--- config.mk ---
export PLATFORM = sky130hd
export DESIGN_NAME = pipeline_sequencer
export DESIGN_NICKNAME = d
export VERILOG_FILES = /design/src/rtl/pipeline_sequencer_pkg.sv /design/src/rtl/pipeline_sequencer_op_classify.sv /design/src/rtl/pipeline_sequencer.sv
export SDC_FILE = /design/constraint.sdc
export NUM_CORES = 1
export LEC_CHECK = 0
export ABC_AREA = 0
export CORE_MARGIN = 2
export CORE_UTILIZATION = 45
export CTS_CLUSTER_DIAMETER = 150
export DETAILED_ROUTE_END_ITERATION = 10
export HOLD_SLACK_MARGIN = 0.15
export MAX_ROUTING_LAYER = met4
export PLACE_DENSITY = 0.89
export SETUP_SLACK_MARGIN = 0.2
export SYNTH_ARGS = -nofsm -noshare
export SYNTH_HDL_FRONTEND = slang
export SYNTH_HIERARCHICAL = 1
export SYNTH_SLANG_ARGS = --single-unit
--- constraint.sdc ---
create_clock -name clk -period 6.5 [get_ports clk]
set_input_delay 1.3 -clock clk [delete_from_list [all_inputs] [get_ports clk]]
set_output_delay 1.3 -clock clk [all_outputs]
set_load 0.005 [all_outputs]
--- src/rtl/pipeline_sequencer_pkg.sv ---
// pipeline_sequencer_pkg
// Shared definitions for the pipeline sequencer: opcode constants, the
// instruction-class enum, the per-stage tracking record and the decoded
// sequencing condition.
// The tracking record's dst field is sized by SEQ_REG_W, so the top-level
// REG_W parameter must stay equal to SEQ_REG_W.
package pipeline_sequencer_pkg;

    localparam int SEQ_REG_W = 5;
    localparam int SEQ_OP_W  = 6;

    localparam logic [SEQ_OP_W-1:0] OP_RFMT = 6'd0;
    localparam logic [SEQ_OP_W-1:0] OP_LW   = 6'd1;
    localparam logic [SEQ_OP_W-1:0] OP_SW   = 6'd2;
    localparam logic [SEQ_OP_W-1:0] OP_BEQ  = 6'd3;

    typedef enum logic [2:0] {
        CLS_NOP,
        CLS_R,
        CLS_LW,
        CLS_SW,
        CLS_BEQ
    } opClass_t;

    typedef struct packed {
        logic                 valid;
        opClass_t             cls;
        logic [SEQ_REG_W-1:0] dst;
    } stage_t;

    // Decoded pipeline condition. This is the sequencer's observable state:
    // one value per cycle, chosen by priority from the hazard terms.
    typedef enum logic [1:0] {
        COND_RUN,
        COND_LOAD_USE,
        COND_BRANCH,
        COND_MEM_WAIT
    } seqCond_t;

    localparam stage_t STAGE_EMPTY = '{valid: 1'b0, cls: CLS_NOP, dst: '0};

    function automatic logic isMemOp(input opClass_t cls);
        return (cls == CLS_LW) || (cls == CLS_SW);
    endfunction

endpackage

--- src/rtl/pipeline_sequencer_op_classify.sv ---
// op_classify
// Combinational opcode decoder for the instruction in ID.
// Ports:
//   opcode   in   OP_W   opcode field
//   rt, rd   in   REG_W  register fields that can be a destination
//   cls      out         instruction class (CLS_NOP for undefined opcodes)
//   readsRs  out  1      instruction reads rs
//   readsRt  out  1      instruction reads rt
//   dst      out  REG_W  destination register, 0 when nothing is written
//   illegal  out  1      opcode is undefined
// A zero dst for non-writing classes is safe: register 0 is never a
// dependency.
module op_classify
    import pipeline_sequencer_pkg::*;
#(
    parameter int REG_W = SEQ_REG_W,
    parameter int OP_W  = SEQ_OP_W
) (
    input  logic [OP_W-1:0]  opcode,
    input  logic [REG_W-1:0] rt,
    input  logic [REG_W-1:0] rd,
    output opClass_t         cls,
    output logic             readsRs,
    output logic             readsRt,
    output logic [REG_W-1:0] dst,
    output logic             illegal
);

    always_comb begin
        cls     = CLS_NOP;
        readsRs = 1'b0;
        readsRt = 1'b0;
        dst     = '0;
        illegal = 1'b0;
        case (opcode)
            OP_RFMT: begin
                cls     = CLS_R;
                readsRs = 1'b1;
                readsRt = 1'b1;
                dst     = rd;
            end
            OP_LW: begin
                cls     = CLS_LW;
                readsRs = 1'b1;
                dst     = rt;
            end
            OP_SW: begin
                cls     = CLS_SW;
                readsRs = 1'b1;
                readsRt = 1'b1;
            end
            OP_BEQ: begin
                cls     = CLS_BEQ;
                readsRs = 1'b1;
                readsRt = 1'b1;
            end
            default: illegal = 1'b1;
        endcase
    end

endmodule

--- src/rtl/pipeline_sequencer.sv ---
// pipeline_sequencer
// Hazard sequencer for a five-stage pipeline. Tracks {valid, class, dst} for
// EX, MEM and WB and produces the PC / pipeline-register enables, bubbles and
// flushes for load-use hazards, taken branches and data-memory wait states.
// Ports:
//   clk, rst                  clock, asynchronous active-high reset
//   id_valid                  an instruction is present in ID
//   id_opcode                 opcode in ID
//   id_rs, id_rt, id_rd       register fields in ID
//   ex_zero                   ALU zero flag of the instruction in EX
//   mem_ready                 data memory completes its access this cycle
//   pc_en, pc_sel_branch      PC load enable, PC source is branch target
//   ifid_en..memwb_en         pipeline register enables
//   ifid_flush, idex_flush    load a NOP into IF/ID, ID/EX
//   illegal_op                valid instruction with an undefined opcode
//   stall_cnt, flush_cnt      saturating performance counters
// Optional feature: define PERF_CNT_EN to add stall_cnt/flush_cnt.
//
// Handshake: there is no valid/ready pairing on the control side. Each enable
// is a same-cycle qualifier: a register loads on the rising edge only when its
// enable is 1, and a flush overrides the loaded value with a NOP. mem_ready is
// the only back-pressure input and is sampled combinationally every cycle.
//
// All outputs are combinational from the inputs and the tracking registers.
module pipeline_sequencer
    import pipeline_sequencer_pkg::*;
#(
    parameter int REG_W = 5,
    parameter int OP_W  = 6,
    parameter int CNT_W = 16
) (
    input  logic             clk,
    input  logic             rst,
    input  logic             id_valid,
    input  logic [OP_W-1:0]  id_opcode,
    input  logic [REG_W-1:0] id_rs,
    input  logic [REG_W-1:0] id_rt,
    input  logic [REG_W-1:0] id_rd,
    input  logic             ex_zero,
    input  logic             mem_ready,
    output logic             pc_en,
    output logic             pc_sel_branch,
    output logic             ifid_en,
    output logic             idex_en,
    output logic             exmem_en,
    output logic             memwb_en,
    output logic             ifid_flush,
    output logic             idex_flush,
    output logic             illegal_op
`ifdef PERF_CNT_EN
    ,
    output logic [CNT_W-1:0] stall_cnt,
    output logic [CNT_W-1:0] flush_cnt
`endif
);

    stage_t   exStage;
    stage_t   memStage;
    stage_t   wbStage;
    stage_t   idEntry;

    opClass_t         idCls;
    logic             idReadsRs;
    logic             idReadsRt;
    logic             idIllegal;
    logic [REG_W-1:0] idDst;

    logic     memWait;
    logic     branchTaken;
    logic     loadUse;
    seqCond_t cond;

    op_classify #(
        .REG_W (REG_W),
        .OP_W  (OP_W)
    ) u_idClassify (
        .opcode  (id_opcode),
        .rt      (id_rt),
        .rd      (id_rd),
        .cls     (idCls),
        .readsRs (idReadsRs),
        .readsRt (idReadsRt),
        .dst     (idDst),
        .illegal (idIllegal)
    );

    // Hazard terms and priority decode. MEM_WAIT outranks everything so that
    // branch and load-use decisions are simply re-evaluated once the memory
    // answers; BRANCH outranks LOAD_USE because the ID instruction is squashed.
    always_comb begin
        memWait     = memStage.valid && isMemOp(memStage.cls) && !mem_ready;
        branchTaken = exStage.valid && (exStage.cls == CLS_BEQ) && ex_zero;
        loadUse     = id_valid && exStage.valid && (exStage.cls == CLS_LW)
                      && (exStage.dst != '0)
                      && ((idReadsRs && (id_rs == exStage.dst))
                          || (idReadsRt && (id_rt == exStage.dst)));

        if (memWait) begin
            cond = COND_MEM_WAIT;
        end else if (branchTaken) begin
            cond = COND_BRANCH;
        end else if (loadUse) begin
            cond = COND_LOAD_USE;
        end else begin
            cond = COND_RUN;
        end
    end

    always_comb begin
        pc_en         = 1'b1;
        pc_sel_branch = 1'b0;
        ifid_en       = 1'b1;
        idex_en       = 1'b1;
        exmem_en      = 1'b1;
        memwb_en      = 1'b1;
        ifid_flush    = 1'b0;
        idex_flush    = 1'b0;
        case (cond)
            COND_MEM_WAIT: begin
                pc_en    = 1'b0;
                ifid_en  = 1'b0;
                idex_en  = 1'b0;
                exmem_en = 1'b0;
                memwb_en = 1'b0;
            end
            COND_BRANCH: begin
                pc_sel_branch = 1'b1;
                ifid_flush    = 1'b1;
                idex_flush    = 1'b1;
            end
            COND_LOAD_USE: begin
                // ID/EX stays enabled so the bubble is actually loaded.
                pc_en      = 1'b0;
                ifid_en    = 1'b0;
                idex_flush = 1'b1;
            end
            default: ;
        endcase
        illegal_op = id_valid && idIllegal;
    end

    always_comb begin
        idEntry       = STAGE_EMPTY;
        idEntry.valid = id_valid;
        idEntry.cls   = idCls;
        idEntry.dst   = idDst;
    end

    always_ff @(posedge clk or posedge rst) begin
        if (rst) begin
            exStage  <= STAGE_EMPTY;
            memStage <= STAGE_EMPTY;
            wbStage  <= STAGE_EMPTY;
        end else begin
            if (idex_en) begin
                exStage <= idex_flush ? STAGE_EMPTY : idEntry;
            end
            if (exmem_en) begin
                memStage <= exStage;
            end
            if (memwb_en) begin
                wbStage <= memStage;
            end
        end
    end

    // WB is tracked for completeness of the pipeline picture; no hazard
    // currently depends on it.
    logic unusedWb;
    assign unusedWb = ^wbStage;

`ifdef PERF_CNT_EN
    always_ff @(posedge clk or posedge rst) begin
        if (rst) begin
            stall_cnt <= '0;
            flush_cnt <= '0;
        end else begin
            if (((cond == COND_LOAD_USE) || (cond == COND_MEM_WAIT))
                && (stall_cnt != '1)) begin
                stall_cnt <= stall_cnt + 1'b1;
            end
            if ((cond == COND_BRANCH) && (flush_cnt != '1)) begin
                flush_cnt <= flush_cnt + 1'b1;
            end
        end
    end
`else
    localparam int unusedCntW = CNT_W;
`endif

endmodule

==> results.sh, run 1 <==
export IMPL_outcome="complete, no violations"
export IMPL_critPathCaptureType="output pin"
export IMPL_vdd_ir_drop_max_mv=0.0827
export IMPL_cts_htree_levels=1
export IMPL_viasPerCell=5.08
export IMPL_instances_no_fill=151
export IMPL_min_path_type="reg2reg"
export IMPL_p_leak_nw=0.510
export IMPL_synthesis_instances=99
export IMPL_root_buffer="clkbuf_4"
export IMPL_clock_latency_ns=0.27
export IMPL_diodes=0
export IMPL_cp_data_required_time_ns=5.20
export IMPL_clk_transition_reported_paths_ns=0.07
export IMPL_grt_antenna_before_repair=0
export IMPL_slew_headroom_pct=68.9
export IMPL_start_kind="input pin"
export IMPL_clkPwrFrac_pct=28.9
export IMPL_cts_tree="done"
export IMPL_setup_viol=0
export IMPL_grt_max_degree=24
export IMPL_fin_util_pct=67.0
export IMPL_drt_iter0_drc=21
export IMPL_async_reset_ff_share_pct=100
export IMPL_drc=0
export IMPL_power_frac_comb_pct=21.3
export IMPL_start_util_pct=48.0
export IMPL_worstPathArrival_ns=3.85
export IMPL_cts_sinks=12
export IMPL_timing_final_crit_share_pct=79.2
export IMPL_power_total_mw=0.156
export IMPL_synth_edf_count=0
export IMPL_synth_cell_type_count=28
export IMPL_grt_use_total_pct=20.0
export IMPL_fp_dieH_um=47.1
export IMPL_internal_power_mw=0.118
export IMPL_fmax_mhz=194
export IMPL_ys_seq_area_share_pct=35.9
export IMPL_avgRoutedWirePerCell_um=13.0
export IMPL_p_seq_share_pct=49.8
export IMPL_worstMarginPinSlew_ns=0.466
export IMPL_wl_um=1970
export IMPL_first_global_vias=659
export IMPL_die_area_um2=2220
export IMPL_cts_buffers=3
export IMPL_swShare_pct=23.9
export IMPL_worstPathMaxFanout=11
export IMPL_syn_nets=126
export IMPL_synth_flop_cell="dfrtp_1"
export IMPL_grt_overflow=0
export IMPL_postSynthAreaPerCell_um2=8.46
export IMPL_finalHoldViolCount=0
export IMPL_crit_chain="clkdlybuf4s50_1, or4_4, a21oi_1, nand3_1, a21oi_1, nor2_1, ha_1, inv_1, clkdlybuf4s50_1"
export IMPL_cpPeakStageDelay_ns=0.63
export IMPL_slew_viol_final=0
export IMPL_grt_pass1_wl_um=2910
export IMPL_io_buffers=34
export IMPL_syn_to_final_growth_pct=39.6
export IMPL_min_period_ns=5.15
export IMPL_whs_ns=0.516
export IMPL_rsz0062_at_grt="no"
export IMPL_cp_slowest_cell="or4_4"
export IMPL_cts_setup_buffers=0
export IMPL_cap_violations=0
export IMPL_ctsResizeCount=0
export IMPL_drive_gt1_share_pct=8.73
export IMPL_gp_congestion=0.797
export IMPL_dp_cells=148
export IMPL_coreArea_um2=1750
export IMPL_hold_buffers=0
export IMPL_io_pins=35
export IMPL_dp_hpwl_um=1540
export IMPL_clock_path_buffers=2
export IMPL_dr_pass1_iters=4
export IMPL_worst_clock_skew_ns=0.00687
export IMPL_ant_nets=0
export IMPL_p_per_area_nw_per_um2=133
export IMPL_netlist_area_um2=837
export IMPL_p_switching_mw=0.0373
export IMPL_setup_tns_ns=0
export IMPL_ys_seq_elements=12
export IMPL_final_net_count=155
export IMPL_path_class="in2out"
export IMPL_die_x_um=47.1
export IMPL_num_rows=15
export IMPL_final_fill_count=149
export IMPL_ys_warnings_count=6
export IMPL_via_count=767
## synthesized netlist by cell type, types with 2 or more instances
| library cell | count | area [µm²] |
|---|---|---|
| buf_2 | 2 | 10.0 |
| inv_1 | 5 | 18.8 |
| nor4_1 | 2 | 12.5 |
| mux2i_1 | 5 | 50.1 |
| o21ai_0 | 10 | 50.1 |
| xor2_1 | 8 | 70.1 |
| nand3_1 | 2 | 10.0 |
| nand2_1 | 20 | 75.1 |
| a21oi_1 | 2 | 10.0 |
| buf_4 | 4 | 30.0 |
| or2_2 | 2 | 12.5 |
| clkbuf_1 | 2 | 7.51 |
| nor3_2 | 4 | 40.0 |
| dfrtp_1 | 12 | 300 |
| xnor2_1 | 3 | 26.3 |
| nor2_1 | 4 | 15.0 |
## cells by family after synthesis
logic type | count (synthesis) | synth area share (%)
compound gates | 13 | 7.77
xor+xnor | 11 | 11.5
fa+ha+maj | 1 | 1.49
buf+inv | 15 | 9.72
flops | 12 | 35.9
mux | 5 | 5.98
simple gates | 42 | 27.7
## routing by layer
| metal | vias up | global-route usage (%) | routed length, µm |
|---|---|---|---|
| met5 | - | - | 0 |
| met4 | 0 | 5.00 | 16 |
| met3 | 4 | 5.00 | 138 |
| met2 | 47 | 33.7 | 961 |
| met1 | 336 | 23.8 | 854 |
| li1 | 380 | - | - |
## power groups by stage
stage,combinational [mW],clock (mW),sequential (mW)
detailed placement,0.0331,0,0.0789
global route,0.0357,0.0495,0.0777
finish,0.0331,0.0450,0.0775
CTS,0.0332,0.0455,0.0775
floorplan,0.0138,0,0.0786
global placement,0.0322,0,0.0789
## sequential cells by signal, indices dropped and copies added (netlist names)
| signal | cells |
|---|---|
| exStage | 9 |
| memStage | 3 |
## cell usage in the layout (no fill, tap or decap), types with 3 or more instances in the layout
master and instances:
nor3_2 4, xnor2_1 3, dfrtp_1 12, mux2i_1 5, inv_1 5, clkbuf_4 3, xor2_1 8, o21ai_0 10
nor2_1 4, clkdlybuf4s50_1 34, nand2_1 20
## final cells by class
| type | instances | area (µm²) | area share, % |
|---|---|---|---|
| Clock buffer | 3 | 22.5 | 1.93 |
| Inverter | 5 | 18.8 | 1.61 |
| Multi-Input combinational cell | 72 | 455 | 39.0 |
| Sequential cell | 12 | 300 | 25.7 |
| Timing Repair Buffer | 34 | 340 | 29.1 |
| Tap cell | 25 | 31.3 | 2.68 |
## worst max-delay path, delay by kind of cell
kind | cells | cell delay [ns]
simple gates | 3 | 0.80
compound gates | 2 | 0.31
fa+ha+maj | 1 | 0.44
buf+inv | 3 | 0.99
## path summary, 6_finish.rpt
check,start,endpoint,slack [ns],cells past startpoint
hold reg to reg,exStage[8],memStage[8],0.52,1
max in group asynchronous,rst,exStage[6],4.86,2
setup reg to reg,exStage[0],exStage[4],4.32,8
setup / recovery,id_opcode[5],idex_flush,1.35,9
min in group asynchronous,rst,exStage[1],1.33,2
hold / removal,exStage[8],memStage[8],0.52,1
## through the flow
step	area, µm²	setup slack (ns)
after floorplan	837	2.24
after global placement	1150	1.45
after detailed placement	1150	1.39
after CTS	1170	1.38
after global routing	1170	1.26
final	1170	1.35
(Power assumes the default switching activity.)
==> run 2: changes to the inputs <==
--- a/config.mk
+++ b/config.mk
@@ -7,12 +7,12 @@
 export LEC_CHECK = 0
 export ABC_AREA = 0
 export CORE_MARGIN = 2
-export CORE_UTILIZATION = 45
+export CORE_UTILIZATION = 42
 export CTS_CLUSTER_DIAMETER = 150
 export DETAILED_ROUTE_END_ITERATION = 10
 export HOLD_SLACK_MARGIN = 0.15
 export MAX_ROUTING_LAYER = met4
-export PLACE_DENSITY = 0.89
+export PLACE_DENSITY = 0.84
 export SETUP_SLACK_MARGIN = 0.2
 export SYNTH_ARGS = -nofsm -noshare
 export SYNTH_HDL_FRONTEND = slang
==> constraint.sdc (replaced) <==
create_clock -name clk -period 5.13 [get_ports clk]
set_input_delay 1.026 -clock clk [delete_from_list [all_inputs] [get_ports clk]]
set_output_delay 1.026 -clock clk [all_outputs]
set_load 0.005 [all_outputs]
==> run 2 against run 1 <==
- sequential power is 27% higher
- worst setup slack worse by 0.80 ns
- combinational power is 25% higher
- global-route usage is 0.92 points lower
- cell count is 2.0% higher
- routed wire length is 0.30% higher
- clock power is 68% higher
- final area is 1.4% higher
- non-clock buffer count stayed put
- clock-buffer cell count is 1 higher
- first-iteration DRC count is 33% lower
==> results.sh, run 2 (same netlist as run 1, synthesis figures left out) <==
export IMPL_ant_nets=0
export IMPL_grt_overflow=0
export IMPL_first_global_vias=761
export IMPL_cts_sinks=12
export IMPL_p_leak_nw=0.517
export IMPL_drt_iter0_drc=14
export IMPL_largest_register="exStage"
export IMPL_cp_data_required_time_ns=4.10
export IMPL_cap_violations=0
export IMPL_start_kind="input pin"
export IMPL_worstPathMaxFanout=11
export IMPL_viasPerCell=4.85
export IMPL_ctsResizeCount=0
export IMPL_dr_pass1_iters=6
export IMPL_min_path_type="reg2reg"
export IMPL_finalHoldViolCount=0
export IMPL_final_net_count=155
export IMPL_outcome="complete, no violations"
export IMPL_io_buffers=34
export IMPL_cts_buffers=3
export IMPL_place_area_um2=1150
export IMPL_cts_setup_buffers=0
export IMPL_timing_final_crit_share_pct=89.2
export IMPL_path_class="in2out"
export IMPL_mostFrequentLayoutCells="clkdlybuf4s50_1, nand2_1, dfrtp_1"
export IMPL_clk_transition_reported_paths_ns=0.08
export IMPL_grt_use_total_pct=19.1
export IMPL_min_period_ns=4.58
export IMPL_clock_latency_ns=0.27
export IMPL_fmax_mhz=218
export IMPL_dp_hpwl_um=1560
export IMPL_largestRegisters="exStage: 9 flops, memStage: 3 flops"
export IMPL_via_count=747
export IMPL_final_common_cell="clkdlybuf4s50_1"
export IMPL_coreArea_um2=1920
export IMPL_clock_path_buffers=2
export IMPL_fin_util_pct=61.7
export IMPL_final_fill_count=177
export IMPL_gp_congestion=0.820
export IMPL_avgRoutedWirePerCell_um=12.8
export IMPL_fp_dieH_um=48.6
export IMPL_drc=0
export IMPL_worst_clock_skew_ns=0.00262
export IMPL_cts_htree_levels=1
export IMPL_grt_antenna_before_repair=0
export IMPL_wl_um=1980
export IMPL_rsz0062_at_grt="no"
export IMPL_grt_pass1_wl_um=3380
export IMPL_grt_max_degree=24
export IMPL_worstMarginPinSlew_ns=0.448
export IMPL_worstPathArrival_ns=3.55
export IMPL_finalInstanceArea_um2=1180
export IMPL_setup_viol=0
export IMPL_cts_tree="done"
export IMPL_diodes=0
export IMPL_slew_headroom_pct=70.1
export IMPL_critPathCaptureType="output pin"
export IMPL_drive_gt1_share_pct=9.45
export IMPL_start_util_pct=43.6
export IMPL_rrSetupSlack_ns=3.01
export IMPL_vdd_ir_drop_max_mv=0.109
export IMPL_setup_tns_ns=0
export IMPL_p_per_area_nw_per_um2=182
export IMPL_slew_viol_final=0
export IMPL_die_x_um=48.6
export IMPL_syn_to_final_growth_pct=41.6
export IMPL_hold_buffers=0
export IMPL_num_rows=16
export IMPL_root_buffer="clkbuf_4"
export IMPL_largest_register_ffs=9
export IMPL_die_area_um2=2370
export IMPL_io_pins=35
## run 2: where the power goes
part	internal, mW	switching, mW
Clock	0.0432	0.0324
Sequential	0.0966	0.00160
Combinational	0.0261	0.0153
Total	0.166	0.0493
## run 2: cell type report
class	count	area [µm²]	area share, %
Timing Repair Buffer	34	340	28.7
Inverter	5	18.8	1.58
Clock buffer	4	36.3	3.06
Multi-Input combinational cell	72	455	38.4
Sequential cell	12	300	25.3
Tap cell	27	33.8	2.85
## run 2: final timing paths
check | endpoint | from | depth (start not counted)
setup / recovery | idex_flush | id_opcode[5] | 9
hold / removal | memStage[8] | exStage[8] | 1
setup reg to reg | exStage[1] | exStage[0] | 8
hold reg to reg | memStage[8] | exStage[8] | 1
max in group asynchronous | exStage[3] | rst | 2
min in group asynchronous | exStage[7] | rst | 2
## run 2: through the flow
step | hold WS, ns | total power [mW] | std cells | setup slack, ns
floorplan | 0.464 | 0.117 | 99 | 1.42
global placement | 0.491 | 0.141 | 150 | 0.619
detailed placement | 0.506 | 0.142 | 150 | 0.568
CTS | 0.524 | 0.216 | 154 | 0.564
global route | 0.555 | 0.225 | 154 | 0.380
finish | 0.528 | 0.215 | 154 | 0.552
## run 2: worst max-delay path, cell delays in order
cell and delay [ns]:
clkdlybuf4s50_1 0.40, or4_4 0.62, a21oi_1 0.16, nand3_1 0.08
a21oi_1 0.13, nor2_1 0.08, ha_1 0.45, inv_1 0.10
clkdlybuf4s50_1 0.50
## run 2: layer usage
layer  global-route usage, %  vias to the layer above  part of all wire [%]
met5                       -                        -                     0
met4                    10.0                        0                   1.7
met3                    4.94                        4                   5.7
met2                    31.7                       30                    51
met1                    21.0                      333                    42
li1                        -                      380                     -
